==> config.mk <==
export PLATFORM = sky130hd
export DESIGN_NAME = seq_shifter
export DESIGN_NICKNAME = d
export VERILOG_FILES = /design/src/rtl/seq_shifter.sv
export SDC_FILE = /design/constraint.sdc
export NUM_CORES = 1
export LEC_CHECK = 0
export CORE_UTILIZATION = 55
export DETAILED_ROUTE_END_ITERATION = 12
export DONT_BUFFER_PORTS = 1
export GPL_ROUTABILITY_DRIVEN = 1
export HOLD_SLACK_MARGIN = 0.12
export PLACE_DENSITY = 0.7
export SLEW_MARGIN = 20
export SYNTH_ARGS = -nofsm -noshare
export SYNTH_HDL_FRONTEND = slang
export SYNTH_SLANG_ARGS = --single-unit
==> constraint.sdc <==
create_clock -name clk -period 4.75 [get_ports clk]
set_input_delay 1.425 -clock clk [delete_from_list [all_inputs] [get_ports clk]]
set_output_delay 1.425 -clock clk [all_outputs]
set_load 0.01 [all_outputs]
==> src/rtl/seq_shifter.sv <==
// Multi-cycle SLL/SRL/SRA/ROTR unit: moves at most STEP bit positions per cycle
// and exchanges operands and results over valid/ready handshakes.
module seq_shifter #(
  parameter  int unsigned WIDTH   = 32,
  parameter  int unsigned STEP    = 8,
  localparam int unsigned SHAMT_W = $clog2(WIDTH)
) (
  input  logic               clk,
  input  logic               reset,
  input  logic               flush,
  input  logic               in_valid,
  output logic               in_ready,
  input  logic [WIDTH-1:0]   in_data,
  input  logic [SHAMT_W-1:0] in_shamt,
  input  logic [1:0]         in_mode,
  output logic               out_valid,
  input  logic               out_ready,
  output logic [WIDTH-1:0]   out_data,
  output logic               busy
);

  localparam int unsigned CNT_W = SHAMT_W + 1;

  localparam logic [1:0] MODE_SLL  = 2'b00;
  localparam logic [1:0] MODE_SRL  = 2'b01;
  localparam logic [1:0] MODE_SRA  = 2'b10;
  localparam logic [1:0] MODE_ROTR = 2'b11;

  typedef enum logic [1:0] {
    ST_IDLE  = 2'b00,
    ST_SHIFT = 2'b01,
    ST_DONE  = 2'b10
  } state_e;

  state_e             state_q, state_d;
  logic [WIDTH-1:0]   data_q, data_d;
  logic [CNT_W-1:0]   rem_q, rem_d;
  logic [1:0]         mode_q, mode_d;

  logic [CNT_W-1:0]   shamt_cap;
  logic [CNT_W-1:0]   amt;
  logic [WIDTH-1:0]   shifted;

  // Non-power-of-two widths can present shamt >= WIDTH; one subtraction suffices
  // because the port range is below 2*WIDTH.
  always_comb begin
    shamt_cap = CNT_W'(in_shamt);
    if (CNT_W'(in_shamt) >= CNT_W'(WIDTH)) begin
      shamt_cap = CNT_W'(in_shamt) - CNT_W'(WIDTH);
    end
  end

  // One bounded step of the captured operation.
  always_comb begin
    amt = (rem_q < CNT_W'(STEP)) ? rem_q : CNT_W'(STEP);
    case (mode_q)
      MODE_SLL:  shifted = data_q << amt;
      MODE_SRL:  shifted = data_q >> amt;
      MODE_SRA:  shifted = WIDTH'($unsigned($signed(data_q) >>> amt));
      MODE_ROTR: shifted = (data_q >> amt) | (data_q << (CNT_W'(WIDTH) - amt));
      default:   shifted = data_q;
    endcase
  end

  always_ff @(posedge clk or posedge reset) begin
    if (reset) begin
      state_q <= ST_IDLE;
    end else begin
      state_q <= state_d;
    end
  end

  always_ff @(posedge clk or posedge reset) begin
    if (reset) begin
      data_q <= '0;
      rem_q  <= '0;
      mode_q <= '0;
    end else begin
      data_q <= data_d;
      rem_q  <= rem_d;
      mode_q <= mode_d;
    end
  end

  // flush overrides every other transition, including a same-cycle request.
  always_comb begin
    state_d = state_q;
    data_d  = data_q;
    rem_d   = rem_q;
    mode_d  = mode_q;
    if (flush) begin
      state_d = ST_IDLE;
    end else begin
      case (state_q)
        ST_IDLE: begin
          if (in_valid) begin
            data_d  = in_data;
            mode_d  = in_mode;
            rem_d   = shamt_cap;
            state_d = (shamt_cap == '0) ? ST_DONE : ST_SHIFT;
          end
        end
        ST_SHIFT: begin
          data_d = shifted;
          rem_d  = rem_q - amt;
          if (rem_q == amt) begin
            state_d = ST_DONE;
          end
        end
        ST_DONE: begin
          if (out_ready) begin
            state_d = ST_IDLE;
          end
        end
        default: state_d = ST_IDLE;
      endcase
    end
  end

  always_comb begin
    in_ready  = (state_q == ST_IDLE);
    out_valid = (state_q == ST_DONE);
    busy      = (state_q != ST_IDLE);
    out_data  = data_q;
  end

endmodule
==> impl_summary.txt <==
----------------------------------------------------
[Critical path]
  Library cell appearing most often on the critical path ... sky130_fd_sc_hd__mux2i_1
  Critical Path Slowest Stage Cell ... sky130_fd_sc_hd__mux2i_1
  Cell family contributing the most delay on the critical path ... multiplexers
  CP required ... 4.92 ns
  CP max stage delay ... 0.70 ns
  Buf/Inv on CP ... 2
  Critical-path maximum fanout ... 50
  Worst setup path class ... register to register
  Critical path launch point type ... register
  Category of the worst setup path capture point ... register
  Series of cell instances along the critical path ... nor4b_4, inv_2, buf_4, mux2i_1, mux2i_1, mux2_2, a2111oi_2, nor3_1
  Data arrival time of the critical path ... 3.79 ns

[Clocking]
  Setup fix buffers added after clock tree synthesis ... 0
  Sinks on Clock Net ... 42
  Max Buffers Root-to-Sink ... 2
  Hold-fix buffers at CTS ... 0
  CTS clock-pin slew for the worst setup and hold paths ... 0.07 ns
  Latest clock arrival within the worst-skew pair ... 0.31 ns
  H-tree Lvls ... 2
  Clock buffers created by TritonCTS ... 5
  Resized cells post-CTS ... 0
  TritonCTS clock tree ... done
  Clk Tree Root Cell ... sky130_fd_sc_hd__clkbuf_16

[Floorplan]
  Count of pins on the block boundary ... 79
  Vertical die dimension ... 111 um
  Area of the die ... 0.0123 mm2
  Horizontal extent of the die ... 111 um
  Core Region ... 0.0115 mm2
  Count of standard-cell rows ... 39
  Initial core utilization ... 56.8%

[Timing]
  Fin. Hold Viols ... 0
  Peak clock frequency supported by timing ... 277 MHz
  Least-Margin Pin Slew ... 1.05 ns
  Final max-slew violation count ... 0
  Final TNS setup ... 0 ns
  Period utilization ... 76.1%
  RSZ-0062 raised after global routing ... false
  Clock Skew ... 0.00510 ns
  Final min period ... 3.61 ns
  Worst-case headroom to the max-slew limit ... 29.9%
  Final setup vio count ... 0

[Power and ir drop]
  Leakage power summed over all cells ... 2.68 nW
  Power per standard cell area ... 974 mW/mm2
  Maximum resistive drop on vdd ... 503 uV

[Global routing]
  Total global-route track usage ... 48.2%
  Number of antenna violations at the first check in global routing ... 0
  Vias in the first global route ... 7064
  Largest net degree at the start of global routing ... 62
  Wire length of the first global-routing pass ... 44700 um
  Remaining Overflow, GRT ... 0

[Final layout]
  Post-Route Utilization ... 57.3%
  Cell Count, Final, Fillers Out ... 924
  Proportion of layout cells with a drive suffix above 1 ... 10.6%
  Multi-input logic area ... 0.00503 mm2
  Leading cell types in the layout, fill and taps excluded ... sky130_fd_sc_hd__nand2_1, sky130_fd_sc_hd__mux2i_1, sky130_fd_sc_hd__o21ai_0
  # diodes ... 0
  Area added between synthesis and finish ... 0.899%
  Total area of sequential cells ... 0.00105 mm2
  Fillers ... 1102
  Number of nets in the layout ... 826

[Synthesis]
  Most frequently used flop master after synthesis ... sky130_fd_sc_hd__dfrtp_1
  Share of async-settable or async-resettable flops after synthesis ... 100%
  Number of synthesized flops with an enable pin ... 0
  Warnings, synthesis ... 0
  Cells after synthesis ... 858
  Share of synthesized area occupied by flip-flops and latches ... 16.1%
  Post-Syn Area per Cell ... 7.63 um2
  Number of nets produced by synthesis ... 904
  Post-synth design cell area ... 0.00654 mm2
  Post-synthesis register bit count ... 42
  Number of different library cells in the post-synthesis netlist ... 71

[Place]
  IO buf count ... 0
  Placed Instances ... 916
  DP HPWL ... 19700 um
  Placer congestion estimate ... 1.04

[Route]
  Post-DRT Antenna Nets ... 0
  Detailed-route vias per instance ... 8.21
  Detailed-route wire length ... 29700 um
  Total via count in the routed design ... 7589
  # DRC ... 2
  Number of detailed-routing iterations run before antenna repair ... 12
  Initial drt markers ... 1205
  Post-detailed-route wirelength per cell ... 32.2 um

[Outcome]
  Violations in the final reports ... DRC
  Result of the run ... complete, but fails checks

[Min path]
  Hold WC Path Type ... register to register

[Run]
  Max cap viols ... 0

----------------------------------------------------
cells in the mapped netlist, drive strengths merged (5+ instances only):
library cell    n  area [um2]
a2111oi         5        50.0
a211oi         15         113
a21o           10        75.1
a21oi          54         270
a221oi          6        58.8
a311oi          7        61.3
a31oi          16         100
and3            5        31.3
buf            33         174
clkbuf         73         278
dfrtp          42        1050
inv             8        30.0
mux2           15         169
mux2i         116        1160
mux4           26         586
nand2         116         435
nand2b          8        50.1
nand3          29         145
nor2           54         203
nor2b           5        31.3
nor3           31         155
nor4            6        37.5
o211ai          9        67.6
o21ai          65         325
o221ai         10        87.6
o22ai          12        75.1
o31a            7        61.3
o31ai           6        45.0
or3             6        37.5
cell type report:
cell class | count | area share, %
clock inverters | 2 | 0.208
inverters | 11 | 0.644
multi-input cells | 699 | 76.2
flip-flops and latches | 42 | 15.9
clock buffers | 6 | 1.95
repair buffers | 21 | 2.39
well taps | 143 | 2.71
metal layers:
layer | vias to the layer above | GRT usage [%] | wire length [um]
met5 | - | 0 | 0
met4 | 0 | 24.1 | 1840
met3 | 163 | 14.7 | 4290
met2 | 722 | 68.7 | 12200
met1 | 3624 | 65.9 | 11400
li1 | 3080 | - | -
path summary, 6_finish.rpt:
path / startpoint / slack (ns) / to / cells past startpoint
max in group asynchronous: reset / 3.10 / out_data[24] / 1
worst min register to register: mode_q[1] / 0.62 / mode_q[1] / 1
min in group asynchronous: reset / 1.14 / state_q[1] / 1
worst max register to register: rem_q[0] / 1.14 / out_data[20] / 8
worst max-delay path: rem_q[0] / 1.14 / out_data[20] / 8
worst min-delay path: mode_q[1] / 0.62 / mode_q[1] / 1
report_power, final:
group	leakage (nW)	internal, mW	total (mW)	switching (mW)
clock network	0.0708	0.196	0.365	0.169
registers	0.498	0.504	1.31	0.803
logic	2.11	1.85	4.75	2.91
total	2.68	2.55	6.43	3.88
flip-flops by register name, summed over array words and instances, names as in the netlist:
| register | cells |
|---|---|
| state_q | 2 |
| rem_q | 6 |
| mode_q | 2 |
| out_data | 32 |
kinds of logic after synthesis:
group,synth area share [%]
buffers and inverters,7.53
xor gates and xnor gates,0.669
muxes,29.3
AOI/OAI and AO/OA,26.4
adders and majority gates,0.382
DFF,16.1
other,0.0573
and+or+nand+nor,19.7
stage by stage:
step                hold WS, ns  setup slack, ns  power [mW]  instance area [um2]
floorplan                 0.554             1.13        4.43                 6540
global placement          0.611             1.30        5.73                 6460
detailed placement        0.601             1.30        5.78                 6460
CTS                       0.615             1.27        6.16                 6600
global route              0.652            0.937        6.66                 6600
finish                    0.615             1.14        6.43                 6600
No activity file was read; power rests on OpenSTA's default activity.
